## src/rtl/regfile_wb_arbiter.sv

```systemverilog
// regfile_wb_arbiter: round-robin merge of ALU and load writebacks onto one register-file write port
module regfile_wb_arbiter (
    input  logic        clk,
    input  logic        rst,
    input  logic        alu_valid,
    input  logic [4:0]  alu_rd,
    input  logic [31:0] alu_data,
    output logic        alu_ready,
    input  logic        mem_valid,
    input  logic [4:0]  mem_rd,
    input  logic [31:0] mem_data,
    output logic        mem_ready,
    output logic        rf_write,
    output logic [4:0]  rf_rd,
    output logic [31:0] rf_reg_write,
    output logic        alu_pending,
    output logic        mem_pending,
    output logic [15:0] conflict_cnt
);
    typedef enum logic {ALU = 1'b0, MEM = 1'b1} src_t;
    logic        alu_v, mem_v;
    logic [4:0]  alu_r, mem_r;
    logic [31:0] alu_d, mem_d;
    logic        alu_grant, mem_grant;
    src_t        last_grant;
    // Grant depends only on buffer state; on contention the requester not served last wins
    always_comb begin
        alu_grant = alu_v && (!mem_v || last_grant == MEM);
        mem_grant = mem_v && (!alu_v || last_grant == ALU);
    end
    assign alu_ready    = !alu_v || alu_grant;
    assign mem_ready    = !mem_v || mem_grant;
    assign alu_pending  = alu_v;
    assign mem_pending  = mem_v;
    assign rf_write     = (alu_grant && alu_r != 5'd0) || (mem_grant && mem_r != 5'd0);
    assign rf_rd        = !rf_write ? 5'd0 : alu_grant ? alu_r : mem_r;
    assign rf_reg_write = !rf_write ? 32'd0 : alu_grant ? alu_d : mem_d;
    // ALU holding buffer: a refill in the same cycle as its drain keeps it valid
    always_ff @(posedge clk or negedge rst)
        if (!rst) begin
            alu_v <= 1'b0;
            alu_r <= 5'd0;
            alu_d <= 32'd0;
        end else if (alu_valid && alu_ready) begin
            alu_v <= 1'b1;
            alu_r <= alu_rd;
            alu_d <= alu_data;
        end else if (alu_grant) alu_v <= 1'b0;
    // Load holding buffer, same drain/refill behaviour as the ALU side
    always_ff @(posedge clk or negedge rst)
        if (!rst) begin
            mem_v <= 1'b0;
            mem_r <= 5'd0;
            mem_d <= 32'd0;
        end else if (mem_valid && mem_ready) begin
            mem_v <= 1'b1;
            mem_r <= mem_rd;
            mem_d <= mem_data;
        end else if (mem_grant) mem_v <= 1'b0;
    // Round-robin pointer and saturating contention counter
    always_ff @(posedge clk or negedge rst)
        if (!rst) begin
            last_grant   <= MEM;
            conflict_cnt <= 16'd0;
        end else begin
            last_grant <= alu_grant ? ALU : mem_grant ? MEM : last_grant;
            if (alu_v && mem_v && conflict_cnt != 16'hFFFF) conflict_cnt <= conflict_cnt + 16'd1;
        end
endmodule

```

## config.mk

```make
export PLATFORM = sky130hd
export DESIGN_NAME = regfile_wb_arbiter
export DESIGN_NICKNAME = d
export VERILOG_FILES = /design/src/rtl/regfile_wb_arbiter.sv
export SDC_FILE = /design/constraint.sdc
export NUM_CORES = 1
export LEC_CHECK = 0
export BUFFER_PORTS_ARGS = -buffer_cell sky130_fd_sc_hd__buf_2
export CORE_ASPECT_RATIO = 0.6
export CORE_MARGIN = 5
export CORE_UTILIZATION = 46
export DETAILED_ROUTE_END_ITERATION = 10
export GPL_TIMING_DRIVEN = 0
export PLACE_DENSITY = 0.77
export SETUP_SLACK_MARGIN = 0.3
export SYNTH_ARGS = -nofsm -noshare
export SYNTH_HDL_FRONTEND = slang
export SYNTH_SLANG_ARGS = --single-unit
```

## constraint.sdc

```tcl
create_clock -name clk -period 1.6 [get_ports clk]
set_input_delay 0.24 -clock clk [delete_from_list [all_inputs] [get_ports clk]]
set_output_delay 0.24 -clock clk [all_outputs]
set_load 0.02 [all_outputs]
```

==> impl_metrics.tcl, run 1 <==
set metrics [dict create \
    pwr-share-comb_pct 56.8 \
    path_max_fanout 7 \
    drt-initial-drc-count 271 \
    syn_to_final_growth_pct 88.72 \
    ios 136 \
    placeableCoreArea_sq_um 9087 \
    synth-edff-count 0 \
    syn-num-nets 446 \
    viasPerCell 5.442 \
    cts_max_level 3 \
    antenna_found_initial 0 \
    p_per_area_nw_per_um2 1621 \
    ctsLongestPathBuffers 2 \
    die_area_sq_um 11290 \
    slew-limit-headroom_pct 58.46 \
    synth_area_per_cell_sq_um 11.55 \
    fin_skew_ns 0.008159 \
    p_sw_uw 4785 \
    p_leak_uw 0.003832 \
    yosysTopAreaCellShare_pct 54.33 \
    synth_ff_type "dfrtp_1" \
    post-synth-top-count-cell "dfrtp_1" \
    layout.nets 683 \
    cts_buffers 9 \
    hold_ws_ns 0.1256 \
    cts.sinks 93 \
    worstPathRequired_ns 1.36 \
    clock_latency_ns 0.34 \
    crit_type "register to output port" \
    antenna_cells 0 \
    gp_congestion 0.8265 \
    end_kind "output port" \
    grt_pass1_vias 4063 \
    finalMaxSlewViolations 0 \
    wl_microns 15980 \
    placed_cell_area_sq_um 6063 \
    synthArstFlopShare_pct 100.0 \
    root_buffer "clkbuf_16" \
    synth_area_leaders "dfrtp_1 (54%), mux2_2 (20%), nand2_1 (7.0%)" \
    grt-ovfl-total 0 \
    hold_class "primary input to register" \
    clk_pin_slew_worst_paths_ns 0.07 \
    synth.distinct_cells 37 \
    post_route_cells_drive_above_1_share_pct 70.07 \
    start_util_pct 46.63 \
    wire_per_inst_microns 22.07 \
    min_period_over_period_pct 148.5 \
    register_area_sq_um 2351 \
    rsz0062_at_grt "true" \
    ir_worst_vdd_uv 1209 \
    worst_pin_slew_ns 0.6231 \
    ys_seq_elements 93 \
    die_y_microns 84.35 \
    internal_power_uw 8176 \
    track_usage_pct 25.14 \
    dp_hpwl_microns 8397 \
    multiInputGateArea_sq_um 2804 \
    cp-start-kind "register" \
    setup_viol 104 \
    yosysWarningCount 0 \
    yosysSeqAreaShare_pct 54.95 \
    cts_tree "yes" \
    synthTopCellsByCount "dfrtp_1 (92), nand2_1 (79), mux2_2 (76)" \
    dr.pass1.iters 4 \
    switching_share_pct 36.92 \
    synth_top_cell_by_area "dfrtp_1" \
    status "finished with violations" \
    rows 27 \
    fp.dieW_microns 133.9 \
    grt_start_max_net_pins 49 \
    drc 0 \
    clkPwrFrac_pct 16.4 \
    syn_area_sq_um 4238 \
    timing.fmax_mhz 420.8 \
    hold_violations 0 \
    syn_inst 367 \
    power_frac_seq_pct 26.8 \
    ant_nets 0 \
    grt_pass1_wl_microns 22100 \
    worst_slack_ns -0.7765 \
    period_minus_slack_ns 2.376 \
    fill_cells 372 \
    crit_arrival_ns 2.14 \
    violations "negative setup slack" \
    cap_violations 0 \
    num_vias 3940 \
    numPortBuffers 135 \
    finish.instance_area_sq_um 7998 \
]
## critical path, cell delays in order, from the launching register on
cell and delay, ns:
dfrtp_1 0.39, or4_4 0.56, nor2_4 0.14, mux2_4 0.31, clkbuf_16 0.22, a21oi_4 0.04, buf_6 0.13
## worst paths after layout
path                             startpoint          endpoint  slack [ns]  cells after the start
max in group asynchronous               rst  conflict_cnt[14]        0.48                      3
worst min register to register    alu_d[19]         alu_d[19]        0.51                      1
min in group asynchronous               rst   conflict_cnt[2]        0.45                      2
worst max register to register  mem_pending         alu_d[24]       -0.56                     12
worst max-delay path               alu_r[1]   rf_reg_write[7]       -0.78                      6
worst min-delay path            mem_data[5]          mem_d[5]        0.13                      2
## placed cells by master (no fill, tap or decap), types with 2 or more instances in the layout
master	netlist	final
buf_4	1	31
nor3_4	0	2
buf_16	0	7
clkbuf_2	0	2
xor2_1	8	8
nand2b_1	4	3
nand2_8	0	4
a21oi_4	0	30
nand2_1	79	73
dfrtp_2	0	18
xnor2_1	3	3
buf_8	0	4
mux2_4	1	79
nand4_1	4	4
buf_6	3	83
nor2_1	6	2
dfrtp_1	92	74
a21oi_2	0	4
nand3_2	0	2
nand2_4	0	2
or4_4	0	2
nand3_4	0	4
nand2_2	2	3
clkbuf_1	8	5
buf_2	7	87
clkbuf_16	0	13
nor2_4	0	4
nor4b_4	0	2
nand4_4	0	2
buf_12	0	20
o21ai_4	0	3
nor4_4	1	2
o21ai_0	6	2
clkbuf_8	0	2
## flip-flops by register name, summed over array words and instances, names as in the netlist
name          count
alu_pending       1
last_grant        1
mem_r             5
conflict_cnt     16
mem_d            32
alu_r             5
mem_pending       1
alu_d            32
## timing repair
action / CTS / global route
setup buffers: 42 / 35
resized for setup: 134 / 53
hold buffers: 1 / 0
hold endpoints to repair: 44 / 0
setup endpoints to repair: 123 / 137
cloned: 7 / 5
pin swaps: 18 / 21
## per-layer routing
metal	track usage, %	wire (microns)
met2	40.13	7686
met1	34.32	7083
met3	7.605	907
met5	0	0
met4	5.135	301
## power groups by stage
stage | clock, uW | sequential, uW | combinational, uW
2_1_floorplan | 0 | 3460 | 3720
3_3_place_gp | 0 | 3430 | 4870
3_5_place_dp | 0 | 3470 | 4960
4_1_cts | 2150 | 3410 | 6520
5_1_grt | 2260 | 3540 | 7680
6_report | 2130 | 3470 | 7360
## layout make-up
| class | count | area share, % |
|---|---|---|
| Clock inverter | 2 | 0.4380 |
| Buffer | 19 | 3.676 |
| Multi-Input combinational cell | 255 | 35.06 |
| Sequential cell | 93 | 29.40 |
| Tap cell | 116 | 1.815 |
| Clock buffer | 13 | 3.129 |
| Inverter | 2 | 0.09387 |
| Timing Repair Buffer | 224 | 26.39 |
## cell families after synthesis
logic type | count (synthesis) | share of synthesized area (%)
buffers and inverters | 21 | 2.687
multiplexers | 78 | 20.81
AND/OR/NAND/NOR | 119 | 13.58
AO/OA/AOI/OAI | 44 | 5.403
adder cells (fa/ha/maj) | 1 | 0.2952
XOR/XNOR | 11 | 2.274
flip-flops | 93 | 54.95
## metrics by stage
step | std cells | setup WS (ns) | power [uW] | utilization (%) | TNS (ns)
floorplan | 367 | -0.1771 | 7177 | - | -4.244
global placement | 618 | -0.7498 | 8302 | 66.39 | -69.20
detailed placement | 619 | -0.3680 | 8425 | 66.72 | -13.19
CTS | 684 | -0.6774 | 12080 | 81.51 | -23.88
global route | 724 | -0.8408 | 13490 | 88.01 | -52.98
finish | 724 | -0.7765 | 12960 | 88.01 | -48.30
Note: power is estimated with default switching activity, not from simulation.
==> run 2: changes to the inputs <==
CORE_UTILIZATION = 41   (was 46)
PLACE_DENSITY = 0.7   (was 0.77)
==> run 2 against run 1 <==
Effect of this change:
- the flow still finishes with violations (negative setup slack)
- clock power hardly changed
- routed wire length is 10% lower
- power is 0.72% lower
- largest cell class unchanged
==> impl_metrics.tcl, run 2 (same netlist as run 1, synthesis figures left out) <==
set metrics [dict create \
    timing.fmax_mhz 431.0 \
    slew-limit-headroom_pct 67.56 \
    pwr-share-comb_pct 56.6 \
    fin_skew_ns 0.007772 \
    hold_violations 0 \
    p_leak_uw 0.003746 \
    path_max_fanout 10 \
    num_vias 3771 \
    wire_per_inst_microns 19.66 \
    crit_buf_inv 4 \
    use_met3_pct 5.616 \
    cp_common_cell "buf_12" \
    busiest_layer "met2" \
    p_per_area_nw_per_um2 1635 \
    clk_pin_slew_worst_paths_ns 0.07 \
    min_period_over_period_pct 145.0 \
    ctsLongestPathBuffers 2 \
    cts.sinks 93 \
    worstReg2RegEnd "alu_d[28]" \
    finalMaxSlewViolations 0 \
    worst_pin_slew_ns 0.4865 \
    power_uw 12870 \
    rsz0062_at_grt "true" \
    crit_arrival_ns 2.08 \
    antenna_found_initial 0 \
    reg2reg_depth 8 \
    antenna_cells 0 \
    cts_buffers 9 \
    reg2reg_setup_slack_ns -0.08 \
    grtUsageMet2_pct 34.56 \
    internal_power_uw 8182 \
    numPortBuffers 135 \
    mostFrequentLayoutCells "buf_2 (88), mux2_4 (77), nand2_1 (74), dfrtp_1 (74), buf_6 (72)" \
    holdPathStages 2 \
    dr.pass1.iters 4 \
    cts_tree "yes" \
    grt_start_max_net_pins 51 \
    clock_latency_ns 0.34 \
    violations "negative setup slack" \
    finalNonFillerCells 730 \
    period_minus_slack_ns 2.320 \
    grt-ovfl-total 0 \
    ant_nets 0 \
    hold_class "primary input to register" \
    grt_pass1_wl_microns 21430 \
    cts_max_level 3 \
    setup_viol 109 \
    cp.depth 8 \
    placed_cell_area_sq_um 6080 \
    hold_ws_ns 0.1234 \
    fp.dieW_microns 141.3 \
    biggestRegsByFlops "alu_d (32), mem_d (32), conflict_cnt (16)" \
    rows 28 \
    crit_family "buffers and inverters" \
    crit_end "rf_reg_write[3]" \
    crit_start "mem_pending" \
    reg2reg_from "last_grant" \
    cp-start-kind "register" \
    dp_hpwl_microns 8654 \
    power_frac_seq_pct 26.7 \
    status "finished with violations" \
    mostFrequentLayoutCell "buf_2" \
    drc 0 \
    placed_cells 638 \
    track_usage_pct 22.15 \
    finish.instance_area_sq_um 7868 \
    post-place-ws_ns -0.4071 \
    cap_violations 0 \
    p_sw_uw 4685 \
    grt_pass1_vias 3967 \
    viasPerCell 5.166 \
    post_route_cells_drive_above_1_share_pct 69.58 \
    layout.nets 669 \
    die_area_sq_um 12540 \
    worst_slack_ns -0.7202 \
    crit_slowest_cell "dfrtp_2" \
    worstPathRequired_ns 1.36 \
    wl_microns 14350 \
    crit_path_max_incr_delay_ns 0.43 \
    start_util_pct 42.44 \
    ios 136 \
    die_y_microns 88.75 \
    crit_type "register to output port" \
    drt-initial-drc-count 125 \
    placeableCoreArea_sq_um 9985 \
    path_cells "buf_12 > nand2b_4 > nand2_8 > mux2_4 > buf_12 > buf_12 > a21oi_4 > buf_6" \
    root_buffer "clkbuf_16" \
    clkPwrFrac_pct 16.8 \
    grt_util_met1_pct 31.73 \
    ir_worst_vdd_uv 986.4 \
    switching_share_pct 36.41 \
    min-delay-start "mem_data[4]" \
    gp_congestion 0.8254 \
    end_kind "output port" \
    syn_to_final_growth_pct 85.65 \
]
==> run 2: changes by cell type in the layout (fill, tap and decap cells not counted), sizes merged <==
cell / change
buf: -11
clkbuf: -1
clkinv: -1
clkinvlp: +2
nand2: -1
mux2: -1
==> run 2: repair_timing <==
item                       in CTS  in global routing
resized for setup             131                 54
pin swaps                      20                 23
hold buffers                    1                  0
gates cloned                    9                  0
hold endpoints to repair       48                  0
setup buffers                  35                 31
setup endpoints to repair     123                176
==> run 2: worst min path at each step <==
stage / end / slack, ns
after floorplan: alu_d[0] / -0.06
after global placement: alu_d[15] / 0.47
after detailed placement: conflict_cnt[0] / 0.32
after CTS: mem_d[4] / 0.11
after global routing: mem_d[4] / 0.11
final: mem_d[4] / 0.12
==> run 2: power by group through the flow <==
| stage | combinational, uW | sequential [uW] | clock, uW |
|---|---|---|---|
| floorplan | 3720 | 3460 | 0 |
| finish | 7280 | 3430 | 2160 |
| CTS | 6730 | 3410 | 2190 |
| global placement | 4910 | 3430 | 0 |
| global route | 7640 | 3500 | 2310 |
| detailed placement | 4990 | 3460 | 0 |
==> run 2: stage by stage <==
stage          TNS, ns  utilization (%)
5_1_grt         -34.77            78.80
2_1_floorplan   -4.244                -
4_1_cts         -27.14            74.15
6_report        -28.95            78.80
3_5_place_dp    -14.87            60.89
3_3_place_gp    -73.94            60.66
==> run 2: metal layers <==
layer	routed length (microns)	share of wire, %	up-vias
met5	0	0	-
met3	872	6.1	13
met1	6640	46	1907
met4	127	0.89	0
met2	6709	47	125
li1	-	-	1726
==> run 2: cell type report <==
type                            instances  area (sq um)
Buffer                                 19         326.6
Clock buffer                           13         250.2
Multi-Input combinational cell        253          2774
Sequential cell                        93          2351
Inverter                                2         10.01
Fill cell                             585          2117
Timing Repair Buffer                  212          1942
Tap cell                              135         168.9
Clock inverter                          3         45.04
